File: config.mk
export PLATFORM = sky130hd
export DESIGN_NAME = serv_dbus_ctrl
export DESIGN_NICKNAME = d
export VERILOG_FILES = /design/src/rtl/serv_dbus_ctrl.sv
export SDC_FILE = /design/constraint.sdc
export NUM_CORES = 1
export LEC_CHECK = 0
export ABC_AREA = 1
export BUFFER_PORTS_ARGS = -buffer_cell sky130_fd_sc_hd__clkbuf_2
export CORE_MARGIN = 8
export CORE_UTILIZATION = 30
export CTS_CLUSTER_DIAMETER = 40
export DETAILED_ROUTE_END_ITERATION = 6
export PLACE_DENSITY = 0.66
export REMOVE_ABC_BUFFERS = 1
export SLEW_MARGIN = 5
export SYNTH_ARGS = -nofsm -noshare
export SYNTH_HDL_FRONTEND = slang
export SYNTH_SLANG_ARGS = --single-unit
File: constraint.sdc
create_clock -name i_clk -period 2.1 [get_ports i_clk]
set_input_delay 0.21 -clock i_clk [delete_from_list [all_inputs] [get_ports i_clk]]
set_output_delay 0.21 -clock i_clk [all_outputs]
set_load 0.01 [all_outputs]
File: src/rtl/serv_dbus_ctrl.sv
// Data-bus controller: turns one load/store request into a single Wishbone
// classic cycle and reports completion, bus error, misalignment or timeout.
module serv_dbus_ctrl #(
    parameter int TIMEOUT_W    = 8,
    parameter int WITH_TIMEOUT = 1
) (
    input  logic        i_clk,
    input  logic        i_rst_n,
    input  logic        i_req,
    input  logic        i_we,
    input  logic [31:0] i_adr,
    input  logic [31:0] i_dat,
    input  logic [3:0]  i_sel,
    input  logic        i_misalign,
    output logic        o_busy,
    output logic        o_ack,
    output logic        o_err,
    output logic [31:0] o_rdt,
    output logic [31:0] o_wb_adr,
    output logic [31:0] o_wb_dat,
    output logic [3:0]  o_wb_sel,
    output logic        o_wb_we,
    output logic        o_wb_cyc,
    output logic        o_wb_stb,
    input  logic [31:0] i_wb_rdt,
    input  logic        i_wb_ack,
    input  logic        i_wb_err
);

    typedef enum logic [1:0] {IDLE, BUS, RESP} state_e;

    localparam logic [TIMEOUT_W-1:0] CNT_MAX = '1;
    localparam logic [TIMEOUT_W-1:0] CNT_ONE = {{(TIMEOUT_W-1){1'b0}}, 1'b1};

    state_e                 state_q;
    logic [TIMEOUT_W-1:0]   cnt_q;
    logic [TIMEOUT_W-1:0]   cnt_d;
    logic                   tmo;
    logic                   busy_q, ack_q, err_q, cyc_q, we_q;
    logic [31:0]            rdt_q, adr_q, dat_q;
    logic [3:0]             sel_q;

    // Saturating wait counter; the abort fires on the cycle the count would
    // reach all-ones, so cyc stays up for exactly 2^TIMEOUT_W-1 cycles.
    assign cnt_d = (cnt_q == CNT_MAX) ? cnt_q : cnt_q + CNT_ONE;
    assign tmo   = (WITH_TIMEOUT != 0) && (cnt_d == CNT_MAX);

    always_ff @(posedge i_clk or negedge i_rst_n) begin
        if (!i_rst_n) begin
            state_q <= IDLE;
            cnt_q   <= '0;
            busy_q  <= 1'b0;
            ack_q   <= 1'b0;
            err_q   <= 1'b0;
            cyc_q   <= 1'b0;
            we_q    <= 1'b0;
            rdt_q   <= '0;
            adr_q   <= '0;
            dat_q   <= '0;
            sel_q   <= '0;
        end else begin
            ack_q <= 1'b0;
            err_q <= 1'b0;
            case (state_q)
                IDLE: begin
                    if (i_req) begin
                        busy_q <= 1'b1;
                        if (i_misalign) begin
                            state_q <= RESP;
                            err_q   <= 1'b1;
                        end else begin
                            state_q <= BUS;
                            cyc_q   <= 1'b1;
                            cnt_q   <= '0;
                            adr_q   <= i_adr & 32'hFFFF_FFFC;
                            dat_q   <= i_dat;
                            sel_q   <= i_sel;
                            we_q    <= i_we;
                        end
                    end
                end
                BUS: begin
                    // err beats ack, ack beats a same-cycle timeout
                    if (i_wb_err) begin
                        state_q <= RESP;
                        cyc_q   <= 1'b0;
                        err_q   <= 1'b1;
                    end else if (i_wb_ack) begin
                        state_q <= RESP;
                        cyc_q   <= 1'b0;
                        ack_q   <= 1'b1;
                        if (!we_q) rdt_q <= i_wb_rdt;
                    end else begin
                        cnt_q <= cnt_d;
                        if (tmo) begin
                            state_q <= RESP;
                            cyc_q   <= 1'b0;
                            err_q   <= 1'b1;
                        end
                    end
                end
                RESP: begin
                    state_q <= IDLE;
                    busy_q  <= 1'b0;
                end
                default: begin
                    state_q <= IDLE;
                    busy_q  <= 1'b0;
                    cyc_q   <= 1'b0;
                end
            endcase
        end
    end

    assign o_busy   = busy_q;
    assign o_ack    = ack_q;
    assign o_err    = err_q;
    assign o_rdt    = rdt_q;
    assign o_wb_adr = adr_q;
    assign o_wb_dat = dat_q;
    assign o_wb_sel = sel_q;
    assign o_wb_we  = we_q;
    assign o_wb_cyc = cyc_q;
    assign o_wb_stb = cyc_q;

endmodule

# [Word level (Yosys, flattened, before mapping)]
# Index checks and enable logic that the tools add are counted.
[classes] n_addsub=1 mul=0 n_div=0 magnitude_cmp=0 eq_ne=9 shift=0 muxes=29 n_bitwise=5 n_reduce_logical=8
[ops] op="8-bit 2-to-1 mux" count=5
[ops] op="8-bit equality test (second input constant)" count=2
[ops] op="8-bit case mux with 2 select lines" count=1
[ops] op="1-bit 2-to-1 mux" count=14
[ops] op="2-bit 2-to-1 mux" count=5
[ops] op="8-bit by 1-bit adder with 8-bit output (second input constant)" count=1
[ops] op="2-bit inequality test (second input constant)" count=4
[ops] op="4-bit AND reduction" count=2
[ops] op="1-bit inverter" count=5
[ops] op="5-bit AND reduction" count=1
[ops] op="4-bit inequality test (second input constant)" count=1
[ops] op="1-bit case mux with 2 select lines" count=2
[ops] op="2-bit case mux with 2 select lines" count=1
[ops] op="2-bit AND reduction" count=2
[ops] op="1-bit case mux with 3 select lines" count=1
[ops] op="3-bit AND reduction" count=1
[ops] op="2-bit by 1-bit equality test with 1-bit output (second input constant)" count=1
[ops] op="2-bit equality test (second input constant)" count=1
[ops] op="2-bit zero test" count=1
[ops] op="2-bit nonzero test" count=1
[totals] ff_bits=113 latch_bits=0 ram_bits=0 mem_bits_ro=0 input_bits=107 out_inout_bits=106 wordCells=63 n_memories=0

# [Logic depth before layout (Yosys ltp)]
[logic_depth] word_depth=7 depth_mapped=13 mapped_depth_nobuf=13

# [Least setup slack after synthesis]
# Ideal clock, no wire load.
[synth_timing] path_type="reg-to-reg" startpoint="reg cnt_q[1]" endpoint="reg cyc_q, in the netlist o_wb_cyc" setup_time_ns=0.121 arrival_ns=1.416 required_time_ns=1.979 setup_slack_ns=0.563 path_stages_with_launch=13 path_buffers=0 period_less_slack_ns=1.537 cell_sequence="dfrtp_1 ha_1 nand3_2 inv_2 nand2_4 nand2_1 nand3_1 nor2_2 nand2_1 nand2_2 nand3_1 nand2_1 nand2_1"
[synth_between] elab_chain_cells=5 word_cells_on_any_way=6 classes_between="add/sub: 1; eq/ne: 3; mux: 1; reduce/logical: 1"
[synth_lines] element="from (decl)" line_no="36" source="logic [TIMEOUT_W-1:0] cnt_q;"
[synth_lines] element="from (signal assigned)" line_no="94" source="cnt_q <= cnt_d;"
[synth_lines] element="8-bit by 1-bit adder with 8-bit output or 8-bit equality test (tied branches)" line_no="45" source="assign cnt_d = (cnt_q == CNT_MAX) ? cnt_q : cnt_q + CNT_ONE;"
[synth_lines] element="8-bit 2-to-1 mux *" line_no="45"
[synth_lines] element="8-bit equality test *" line_no="46" source="assign tmo = (WITH_TIMEOUT != 0) && (cnt_d == CNT_MAX);"
[synth_lines] element="4-bit inequality test (no line) *"
[synth_lines] element="4-bit AND reduction (no line) *"
[synth_lines] element="to (signal assigned)" line_no="55" source="cyc_q <= 1'b0;"
[synth_lines] element="to (signal assigned)" line_no="73" source="cyc_q <= 1'b1;"
[synth_lines] element="to (signal assigned)" line_no="86" source="cyc_q <= 1'b0;"
[synth_lines] element="to (decl)" line_no="39" source="logic busy_q, ack_q, err_q, cyc_q, we_q;"
# Every way passes the cells marked *; elsewhere a longest branch is shown, timed or not.
# A chain may end at the register's enable or synchronous reset.

# [Worst setup path in the final report]
[layout_timing] startpoint="reg state_q[1]" endpoint="reg sel_q[0], in the netlist o_wb_sel[0]"
[layout_between] elab_chain_cells=2
[layout_lines] element="from (decl)" line_no="35" source="state_e state_q;"
[layout_lines] element="from (signal assigned)" line_no="50" source="state_q <= IDLE;"
[layout_lines] element="from (signal assigned)" line_no="69" source="state_q <= RESP;"
[layout_lines] element="from (signal assigned)" line_no="72" source="state_q <= BUS;"
[layout_lines] element="2-bit zero test" line_no="64" source="case (state_q)"
[layout_lines] element="3-bit AND reduction (no line)"
[layout_lines] element="to (signal assigned)" line_no="77" source="sel_q <= i_sel;"
[layout_lines] element="to (decl)" line_no="41" source="logic [3:0] sel_q;"
# Every way passes these cells.

==> flow_summary.yaml <==
cells_and_area:
  mostFrequentLayoutCells: "clkbuf_2 (207), dfrtp_1 (113), mux2_2 (68), nand2_1 (42), mux2_4 (30)"
  layout-drive-gt1-share: 0.6312
  multi_input_area_um2: 1690
  nNetsFinal: 659
  syn2layout_area_growth_pct: 39.98
  n_fill_cell: 1432
  area.sequential_um2: 2828
  final_common_cell: "clkbuf_2"
  utilization: 0.4288
  diodes: 0
hold_path:
  hp-class: "primary input to register"
flow_run:
  maxCapViolations: 0
clock_tree:
  clk_latency_ps: 400
  clkSlewWorstSetupHoldPaths_ps: 60
  cts-root-buf: "clkbuf_16"
  cts_tree: "done"
  numClockSinks: 113
  cts_resized: 0
  cts_max_level: 4
  cts_buffers: 17
  clockBufferDepth: 2
synthesis:
  yosys_warnings: 0
  synth-seq-cells: 113
  synthCells: 330
  seq_area_frac_synth: 0.6072
  avgSynthCellArea_um2: 14.11
  netlist_area_um2: 4657
  yosysUniqueCellTypes: 25
  yosysTopAreaCell: "dfrtp_1"
  ys_top_cells_by_area: "dfrtp_1 (61%), mux2_2 (16%), mux2_4 (9.7%)"
  synth_top_area_share: 0.6072
route:
  routedWlPerCell_um: 15.95
  viasPerCell: 4.438
  ant_nets: 0
  drc: 0
  drt-initial-drc-count: 114
  dr.pass1.iters: 4
  routed_wl_um: 12000
  via_count: 3337
critical_path:
  path_buf_inv: 1
  arrival_ps: 2080
  worst_setup_path_end_kind: "register"
  cp.required_ps: 2380
  cpPeakStageDelay_ps: 530
  path_class: "register to register"
  cp_top_family: "buffers and inverters"
  start_kind: "register"
  cpMaxStageDelayCell: "buf_4"
  crit_path_max_fanout: 56
  path_cells: "nor2_1 -> nand2_4 -> buf_4 -> mux2_2"
grt:
  grt_overflow: 0
  grt_pass1_wl_um: 19440
  met3_usage: 0.05300
  grt_max_degree: 114
  busiest_layer: "met2"
  track_usage: 0.1247
  grt_use_met2: 0.2183
  grt.met1_usage: 0.1282
  grt_antenna_before_repair: 0
  grt_pass1_vias: 3844
power_and_ir_drop:
  power_leakage_uw: 0.003430
  pwr_density_cell_nw_per_um2: 1397
  peakVddDrop_mv: 0.6465
placement:
  dp_hpwl_um: 8914
  place_ws_ps: 308.1
  gp_congestion: 0.8326
  port_buffers: 208
timing:
  max_slew_margin: 0.5256
  rsz0062_at_grt: "false"
  slew_viol_final: 0
  worst_pin_slew_ps: 711.6
  hold_ws_ps: 34.73
  timing.final.hold_violations: 0
  final.setup.worst_slack_ps: 301.6
  finClkSkew_ps: 5.913
  max_freq_ghz: 0.5560
  final.setup.tns_ps: 0
  finalCritPeriodShare: 0.8564
  fin_crit_ps: 1798
  finalSetupViolCount: 0
die:
  core_area_um2: 15200
  fp.dieW_um: 140.6
  die-area_um2: 19770
  rows: 45
  dieHeight_um: 140.6
  start_util: 0.3063
  ios: 213
outcome:
  outcome: "complete, no violations"
==> per-stage QoR <==
stage | instance area (um2) | cells | power (uW)
floorplan | 4569 | 318 | 4977
global placement | 5916 | 719 | 6238
detailed placement | 5916 | 719 | 6346
CTS | 6519 | 752 | 9270
global route | 6519 | 752 | 9615
finish | 6519 | 752 | 9107
==> cells by family (layout without fill, tap and decap cells) <==
group | Yosys count | count (layout) | synth area share
and+or+nand+nor | 74 | 74 | 0.07738
DFF | 113 | 113 | 0.6072
AOI/OAI and AO/OA | 15 | 15 | 0.01908
buffers and inverters | 28 | 261 | 0.03170
other | 1 | 2 | 0.0008052
adders and majority gates | 1 | 1 | 0.002686
muxes | 98 | 98 | 0.2611
==> cells in the mapped netlist <==
library cell	number
nor3_4	2
ha_1	1
nor2_1	9
nor2_4	2
nand3_1	11
o211ai_1	1
o21ai_2	2
conb_1	1
a21oi_1	1
a21oi_2	1
o21ai_0	10
nand4_1	2
nand2_2	3
buf_4	3
buf_2	7
inv_1	13
inv_2	2
buf_6	3
nand2_4	1
nand2_1	42
mux2_4	30
nand3_2	1
dfrtp_1	113
nor2_2	1
mux2_2	68
==> final cells by class <==
| cell class | count | share of cell area |
|---|---|---|
| Multi-Input combinational cell | 190 | 0.2593 |
| Sequential cell | 113 | 0.4338 |
| Inverter | 15 | 0.008637 |
| Clock buffer | 23 | 0.07486 |
| Tap cell | 188 | 0.03608 |
| Timing Repair Buffer | 214 | 0.1712 |
| Clock inverter | 9 | 0.01612 |
==> power by group <==
group | switching [uW] | internal [uW]
Clock | 986 | 1860
Combinational | 1280 | 1460
Sequential | 476 | 3050
==> worst paths after layout <==
path	from	endpoint	slack, ps	cells after the start
hold reg to reg	o_wb_adr[2]	o_wb_adr[2]	500	1
hold / removal	i_adr[26]	o_wb_adr[26]	30	2
setup / recovery	state_q[1]	o_wb_sel[0]	300	4
setup reg to reg	state_q[1]	o_wb_sel[0]	300	4
min in group asynchronous	i_rst_n	o_rdt[29]	450	3
max in group asynchronous	i_rst_n	o_wb_dat[30]	1190	3
==> registers in the layout, indices dropped and copies added, names as in the netlist, 2 cells and up <==
name      cells
o_rdt        32
o_wb_dat     32
o_wb_adr     30
cnt_q         8
o_wb_sel      4
state_q       2
==> layer usage <==
layer	wire length, um	share of wire
met1	4495	0.37
met2	6411	0.53
met3	905	0.075
met4	184	0.015
met5	0	0
==> what timing repair did <==
item	CTS	global route
hold buffers	1	0
buffers inserted	0	0
hold endpoints to repair	113	0
Note: power is estimated with default switching activity, not from simulation.
